$ cat config.mk
export PLATFORM = sky130hd
export DESIGN_NAME = hazard_scoreboard
export DESIGN_NICKNAME = d
export VERILOG_FILES = /design/src/rtl/hazard_scoreboard_pkg.sv /design/src/rtl/hazard_fwd_match.sv /design/src/rtl/hazard_scoreboard.sv
export SDC_FILE = /design/constraint.sdc
export NUM_CORES = 1
export LEC_CHECK = 0
export CAP_MARGIN = 5
export CELL_PAD_IN_SITES_DETAIL_PLACEMENT = 1
export CELL_PAD_IN_SITES_GLOBAL_PLACEMENT = 1
export CORE_ASPECT_RATIO = 1.1
export CORE_UTILIZATION = 25
export CTS_CLUSTER_DIAMETER = 60
export DETAILED_ROUTE_END_ITERATION = 7
export GPL_TIMING_DRIVEN = 1
export PLACE_DENSITY_LB_ADDON = 0.1
export SETUP_SLACK_MARGIN = 0.2
export SKIP_LAST_GASP = 1
export SLEW_MARGIN = 10
export SYNTH_ARGS = -nofsm -noshare
export SYNTH_HDL_FRONTEND = slang
export SYNTH_SLANG_ARGS = --single-unit
$ cat constraint.sdc
create_clock -name clk_i -period 2.75 [get_ports clk_i]
set_input_delay 0.55 -clock clk_i [delete_from_list [all_inputs] [get_ports clk_i]]
set_output_delay 0.55 -clock clk_i [all_outputs]
set_load 0.01 [all_outputs]
$ cat src/rtl/hazard_scoreboard_pkg.sv
// Shared constants and types for the hazard/forwarding scoreboard of the RV32 pipeline.
package hazard_scoreboard_pkg;

    localparam int unsigned CPU_AW      = 5;
    localparam int unsigned FWD_REGFILE = 0;

    localparam int unsigned STAGE_EX  = 0;
    localparam int unsigned STAGE_MEM = 1;
    localparam int unsigned STAGE_WB  = 2;

    typedef struct packed {
        logic              valid;
        logic [CPU_AW-1:0] rd;
        logic              load;
    } entry_t;

endpackage

$ cat src/rtl/hazard_fwd_match.sv
// Youngest-writer priority encoder for one source operand over the matchable stages.
module hazard_fwd_match
    import hazard_scoreboard_pkg::*;
#(
    parameter int unsigned AW         = CPU_AW,
    parameter int unsigned TRACK      = 2,
    parameter int unsigned LOAD_READY = STAGE_WB,
    parameter int unsigned FWD_W      = 2
) (
    input  logic [AW-1:0]       src_addr_i,
    input  logic                src_used_i,
    input  logic [TRACK-1:0]    ent_valid_i,
    input  logic [TRACK*AW-1:0] ent_rd_i,
    input  logic [TRACK-1:0]    ent_load_i,
    output logic [FWD_W-1:0]    sel_o,
    output logic                is_load_hit_o
);

    always_comb begin
        sel_o         = FWD_W'(FWD_REGFILE);
        is_load_hit_o = 1'b0;
        if (src_used_i) begin
            // Scan oldest to youngest so the youngest match is the one that sticks.
            for (int j = int'(TRACK) - 1; j >= 0; j--) begin
                if (ent_valid_i[j] && (ent_rd_i[j*AW +: AW] == src_addr_i)) begin
                    sel_o         = FWD_W'(j + 1);
                    is_load_hit_o = ent_load_i[j] && ((j + 1) < int'(LOAD_READY));
                end
            end
        end
    end

endmodule

$ cat src/rtl/hazard_scoreboard.sv
// Hazard/forwarding unit: tracks in-flight writers, raises load-use stalls,
// registers per-source EX forwarding selects and counts stall cycles.
module hazard_scoreboard
    import hazard_scoreboard_pkg::*;
#(
    parameter int unsigned AW         = CPU_AW,
    parameter int unsigned DEPTH      = STAGE_WB + 1,
    parameter int unsigned NUM_SRC    = 2,
    parameter int unsigned LOAD_READY = STAGE_WB,
    parameter int unsigned CNT_W      = 16,
    localparam int unsigned FWD_W     = $clog2(DEPTH)
) (
    input  logic                     clk_i,
    input  logic                     rst_i,
    input  logic                     issue_valid_i,
    input  logic [AW-1:0]            issue_rd_i,
    input  logic                     issue_regwr_i,
    input  logic                     issue_load_i,
    input  logic [NUM_SRC*AW-1:0]    src_addr_i,
    input  logic [NUM_SRC-1:0]       src_used_i,
    input  logic                     flush_i,
    output logic                     stall_o,
    output logic [NUM_SRC*FWD_W-1:0] fwd_sel_o,
    output logic [CNT_W-1:0]         stall_cnt_o
);

    // The WB occupant is covered by the register file's write-before-read bypass,
    // so only stages EX..DEPTH-2 need to be held here.
    localparam int unsigned TRACK = DEPTH - 1;

    logic [TRACK-1:0]         valid_q;
    logic [TRACK-1:0]         load_q;
    logic [TRACK*AW-1:0]      rd_q;
    logic [NUM_SRC*FWD_W-1:0] sel_d;
    logic [NUM_SRC*FWD_W-1:0] fwd_sel_q;
    logic [NUM_SRC-1:0]       load_hit;
    logic [CNT_W-1:0]         stall_cnt_q;
    logic                     issue_go;
    logic                     issue_writer;

    for (genvar n = 0; n < int'(NUM_SRC); n++) begin : g_match
        hazard_fwd_match #(
            .AW         (AW),
            .TRACK      (TRACK),
            .LOAD_READY (LOAD_READY),
            .FWD_W      (FWD_W)
        ) u_match (
            .src_addr_i    (src_addr_i[n*AW +: AW]),
            .src_used_i    (src_used_i[n]),
            .ent_valid_i   (valid_q),
            .ent_rd_i      (rd_q),
            .ent_load_i    (load_q),
            .sel_o         (sel_d[n*FWD_W +: FWD_W]),
            .is_load_hit_o (load_hit[n])
        );
    end

    assign stall_o      = issue_valid_i & ~flush_i & (|load_hit);
    assign issue_go     = issue_valid_i & ~stall_o & ~flush_i;
    assign issue_writer = issue_go & issue_regwr_i & (issue_rd_i != '0);

    always_ff @(posedge clk_i) begin
        if (rst_i) begin
            valid_q     <= '0;
            load_q      <= '0;
            rd_q        <= '0;
            fwd_sel_q   <= '0;
            stall_cnt_q <= '0;
        end else begin
            valid_q   <= (valid_q << 1) | TRACK'(issue_writer);
            load_q    <= (load_q << 1) | TRACK'(issue_load_i);
            rd_q      <= (rd_q << AW) | (TRACK*AW)'(issue_rd_i);
            fwd_sel_q <= issue_go ? sel_d : '0;
            if (stall_o && (stall_cnt_q != '1)) begin
                stall_cnt_q <= stall_cnt_q + CNT_W'(1);
            end
        end
    end

    assign fwd_sel_o   = fwd_sel_q;
    assign stall_cnt_o = stall_cnt_q;

endmodule

==> results of run 1 <==
final timing paths:
kind                                                    end  slack [ns]  cells past startpoint
worst max-delay path                                stall_o        0.27                      7
worst min register to register      fwd_sel_o[3]$_SDFF_PP0_        0.49                      2
worst max register to register  stall_cnt_o[3]$_SDFFE_PP0P_        0.50                      8
worst min-delay path                fwd_sel_o[3]$_SDFF_PP0_        0.49                      2
power by group through the flow:
stage | clock, mW | sequential (mW) | combinational (mW)
after global placement | 0 | 0.505 | 0.109
after floorplan | 0 | 0.503 | 0.0444
after CTS | 0.360 | 0.496 | 0.114
after detailed placement | 0 | 0.505 | 0.112
after global routing | 0.378 | 0.497 | 0.121
final | 0.345 | 0.496 | 0.113
worst max-delay path, stage by stage:
cell and delay (ns):
clkdlybuf4s15_1 0.22, xor2_2 0.21, nor4_4 0.34, and4_4 0.28, o21ai_2 0.07, nor2_1 0.11, buf_2 0.14
cell usage after synthesis, drive strengths merged (2+ instances only):
master	number
a21oi	13
a311oi	2
and3	4
and4	4
buf	2
clkbuf	2
dfxtp	33
inv	4
nand2	5
nand3	10
nand4	4
nor2	8
nor2b	13
nor3	3
nor4	4
o21ai	8
o31ai	3
or3	7
or4	4
xnor2	6
xor2	16
registers in the layout (all words and copies together) (netlist names):
register,cells
fwd_sel_o,4
load_q,1
rd_q,10
stall_cnt_o,16
valid_q,2
layout make-up:
| class | instances | area [um2] |
|---|---|---|
| clock buffers | 6 | 72.6 |
| repair buffers | 64 | 572 |
| fillers | 680 | 3560 |
| inverters | 4 | 15.0 |
| multi-input cells | 127 | 930 |
| flip-flops and latches | 33 | 661 |
| well taps | 77 | 96.3 |
| clock inverters | 2 | 10.0 |
logic make-up after synthesis:
family,count (synthesis),synth area share
buf+inv,8,0.0199
xor+xnor,22,0.123
simple gates,70,0.289
mux,2,0.0135
compound gates,32,0.126
flops,33,0.421
fa+ha+maj,1,0.00797
placed cells by master (no fill, tap or decap), drive strengths merged, types with 2 or more instances in the layout:
master and n:
clkdlybuf4s50 34, dfxtp 33, buf 22, xor2 16, a21oi 13, nor2b 13
nand3 10, nor2 8, o21ai 8, or3 7, clkbuf 7, xnor2 6
nand2 5, dlygate4sd2 5, inv 4, and3 4, or4 4, nand4 4
nor4 4, and4 4, o31ai 3, nor3 3, a311oi 2, clkinv 2
clkdlybuf4s15 2
metal layers:
metal,GRT usage,vias up,routed length (um)
li1,-,734,-
met1,0.174,737,2080
met2,0.265,30,2350
met3,0.0269,5,117
met4,0.0566,0,54
met5,0,-,0
timing repair:
item,4_1_cts,5_1_grt
pin swaps,6,3
resized for setup,21,3
setup endpoints to repair,8,1
==> qor.yml, run 1 <==
pwr:
  power_frac_seq: 0.520
  pwr-share-comb: 0.118
  p_per_area_nw_per_um2: 405
  p_leak_nw: 0.840
  power.internal_mw: 0.724
  power_mw: 0.954
  p_switching_mw: 0.231
  peakVddDrop_mv: 0.224
  pwr-share-clk: 0.362
  swShare: 0.242
placement:
  dpl.hpwl_um: 3590
  post-place-ws_ns: -0.404
  dp.cells: 305
  gp_congestion: 0.815
  place_area_um2: 2240
  portBuffers: 43
drt:
  drc_errors: 0
  vias_per_cell: 4.81
  wire_per_inst_um: 14.7
  drt.antenna.violating_nets: 0
  wl_um: 4600
  vias: 1506
  drtPass1Iterations: 2
  drt_iter0_drc: 44
timing:
  hold_viol: 0
  fin_ws_ns: 0.270
  rsz0062_at_grt: "no"
  setup-tns-final_ns: 0
  holdWs_ns: 0.490
  period_minus_slack_ns: 2.48
  tightest_slew_ns: 0.423
  finalSetupViolCount: 0
  max_slew_margin: 0.715
  fmax_mhz: 403
  skew_ns: 0.00451
  finalMaxSlewViolations: 0
  fin_crit_sh: 0.902
clock_network:
  cts_tree: "yes"
  cts_num_sinks: 33
  clock_path_buffers: 2
  clk-insertion-delay-late_ns: 0.28
  cts_root_buf: "clkbuf_8"
  cts_setup_buffers: 0
  htreeDepth: 2
  hold_buffers: 0
  cts_buffers: 5
  path_clk_slew_ns: 0.07
yosys:
  async_reset_ff_frac: 0
  synth_edf_count: 0
  syn_area_per_cell_um2: 9.35
  syn_area_um2: 1570
  synth_top_cells_by_area: "dfxtp_1, xor2_1, nor2b_1"
  synth_ff_type: "dfxtp_1"
  syn_nets: 192
  synth_top_area_share: 0.421
  syn_inst: 168
  synth_warnings: 0
  ys_seq_area_frac: 0.421
  ys_ff_latch: 33
  yosys.area.top_type: "dfxtp_1"
  ys_types: 39
min_path:
  hp-class: "flip-flop to flip-flop"
  hold_path_startpoint: "valid_q[1]$_SDFF_PP0_"
die:
  rows: 29
  start_util: 0.265
  die_w_um: 77.6
  die_height_um: 85.1
  die_area_um2: 6600
  num_io_pins: 44
  coreArea_um2: 5910
global_routing:
  grt_overflow: 0
  grt_max_degree: 17
  first_global_vias: 1579
  grtUsageTotal: 0.148
  antenna_found_initial: 0
  grt_pass1_wl_um: 7600
worst_setup_path:
  worstSetupPathType: "primary input to output port"
  critPathCaptureType: "output port"
  timing.rr.start: "rd_q[3]$_SDFF_PP0_"
  worstPathRequired_ns: 2.20
  start_kind: "primary input"
  startpoint: "src_addr_i[2]"
  cp_data_arrival_time_ns: 1.93
  worstPathMaxFanout: 2
job:
  cap_violations: 0
finish:
  drive_above_1_share: 0.195
  final_area_um2: 2360
  stdcell_count: 313
  antenna-diode-count: 0
  nets: 259
  fin_util: 0.398
  syn_to_final_growth_pct: 50.0
status:
  status: "complete, no violations"
No activity file was read; power rests on OpenSTA's default activity.
==> run 2: changes to the inputs <==
--- a/config.mk
+++ b/config.mk
@@ -5,14 +5,13 @@
 export SDC_FILE = /design/constraint.sdc
 export NUM_CORES = 1
 export LEC_CHECK = 0
-export CAP_MARGIN = 5
 export CELL_PAD_IN_SITES_DETAIL_PLACEMENT = 1
 export CELL_PAD_IN_SITES_GLOBAL_PLACEMENT = 1
 export CORE_ASPECT_RATIO = 1.1
 export CORE_UTILIZATION = 25
 export CTS_CLUSTER_DIAMETER = 60
 export DETAILED_ROUTE_END_ITERATION = 7
-export GPL_TIMING_DRIVEN = 1
+export GPL_TIMING_DRIVEN = 0
 export PLACE_DENSITY_LB_ADDON = 0.1
 export SETUP_SLACK_MARGIN = 0.2
 export SKIP_LAST_GASP = 1
==> run 2 against run 1 <==
Core utilization decreased by 1.8 points. Maximum frequency shrank 0.85%. Register-to-register slack worse by 0.03 ns. Worst hold slack worse by 0.0058 ns. Critical path depth stayed put. Largest power group unchanged.
==> qor.yml, run 2 (same netlist as run 1, synthesis figures left out) <==
clock_network:
  hold_buffers: 0
  clk-insertion-delay-late_ns: 0.28
  cts_buffers: 5
  cts_tree: "yes"
  cts_num_sinks: 33
  clock_path_buffers: 2
  cts_root_buf: "clkbuf_8"
  htreeDepth: 2
  path_clk_slew_ns: 0.06
timing:
  finalSetupViolCount: 0
  period_minus_slack_ns: 2.50
  hold_viol: 0
  setup-tns-final_ns: 0
  finalMaxSlewViolations: 0
  fmax_mhz: 400
  fin_ws_ns: 0.249
  skew_ns: 0.00752
  max_slew_margin: 0.650
  rsz0062_at_grt: "yes"
  tightest_slew_ns: 0.525
  fin_crit_sh: 0.909
drt:
  drt-met1-wl_um: 2020
  drt_iter0_drc: 39
  route.met2.wl_um: 2380
  vias_per_cell: 4.94
  drc_errors: 0
  dr_wl_met3_um: 159
  drt.antenna.violating_nets: 0
  vias: 1472
  wire_per_inst_um: 15.6
  drtPass1Iterations: 4
  wl_um: 4640
  highest_layer: "met4"
min_path:
  hp-class: "flip-flop to flip-flop"
global_routing:
  grt_pass1_wl_um: 7830
  antenna_found_initial: 0
  grtUsageTotal: 0.154
  grt_overflow: 0
  first_global_vias: 1580
  grt_max_degree: 11
finish:
  syn_to_final_growth_pct: 43.3
  drive_above_1_share: 0.145
  seqCellArea_um2: 661
  mostFrequentLayoutCells: "clkdlybuf4s50_1, dfxtp_1, a21oi_1, nor2b_1, xor2_1"
  multiInputGateArea_um2: 942
  final_common_cell: "clkdlybuf4s50_1"
  final.fill_count: 682
  nets: 245
  largest_reg_flops: 16
  antenna-diode-count: 0
placement:
  dpl.hpwl_um: 3500
  gp_congestion: 0.768
  post-place-ws_ns: -0.567
  portBuffers: 43
pwr:
  p_per_area_nw_per_um2: 426
  peakVddDrop_mv: 0.191
  p_leak_nw: 0.767
die:
  num_io_pins: 44
  start_util: 0.265
  die_w_um: 77.6
  die_height_um: 85.1
  rows: 29
  die_area_um2: 6600
  coreArea_um2: 5910
worst_setup_path:
  worstPathMaxFanout: 3
  worstPathRequired_ns: 2.20
  cp_data_arrival_time_ns: 1.95
  start_kind: "primary input"
  worstSetupPathType: "primary input to output port"
  critPathCaptureType: "output port"
status:
  status: "complete, no violations"
job:
  cap_violations: 0
==> run 2: cell type report <==
| cell class | instances | area share |
|---|---|---|
| repair buffers | 46 | 0.192 |
| flip-flops and latches | 33 | 0.294 |
| clock buffers | 7 | 0.0384 |
| multi-input cells | 127 | 0.419 |
| well taps | 77 | 0.0428 |
| inverters | 4 | 0.00667 |
| plain buffers | 4 | 0.00723 |
==> run 2: final timing paths <==
kind              depth (start not counted)  slack [ns]                          end                  start
setup / recovery                          7        0.25                      stall_o          src_addr_i[4]
hold / removal                            2        0.48      fwd_sel_o[3]$_SDFF_PP0_  valid_q[1]$_SDFF_PP0_
setup reg to reg                          8        0.47  stall_cnt_o[9]$_SDFFE_PP0P_     rd_q[4]$_SDFF_PP0_
hold reg to reg                           2        0.48      fwd_sel_o[3]$_SDFF_PP0_  valid_q[1]$_SDFF_PP0_
==> run 2: per-layer routing <==
| layer | track usage | vias to the layer above |
|---|---|---|
| met5 | 0 | - |
| met4 | 0.0566 | 0 |
| met3 | 0.0355 | 8 |
| met2 | 0.262 | 35 |
| met1 | 0.188 | 718 |
| li1 | - | 711 |
==> run 2: critical path, cell delays in order <==
cell and delay (ns):
dlygate4sd2_1 0.26, xor2_1 0.19, nor4_4 0.33, and4_4 0.31, o21ai_4 0.07, nor2_2 0.11, buf_2 0.13
==> run 2: per-stage QoR <==
| step | instances | utilization | hold WS (ns) | power [mW] | area (um2) |
|---|---|---|---|---|---|
| after floorplan | 168 | - | 0.441 | 0.548 | 1570 |
| after global placement | 288 | 0.355 | 0.466 | 0.597 | 2100 |
| after detailed placement | 288 | 0.355 | 0.478 | 0.601 | 2100 |
| after CTS | 298 | 0.378 | 0.487 | 0.974 | 2240 |
| after global routing | 298 | 0.380 | 0.512 | 1.01 | 2250 |
| final | 298 | 0.380 | 0.484 | 0.958 | 2250 |
==> run 2: what timing repair did <==
item / in CTS / in global routing
pin swaps: 6 / 3
endpoints found under the setup margin: 6 / 4
buffers inserted: 3 / 0
gates resized for setup: 23 / 7
==> run 2: report_power, final <==
part | leakage [nW] | internal (mW) | switching (mW)
Sequential | 0.268 | 0.486 | 0.0101
Combinational | 0.454 | 0.0497 | 0.0484
Clock | 0.0443 | 0.198 | 0.165
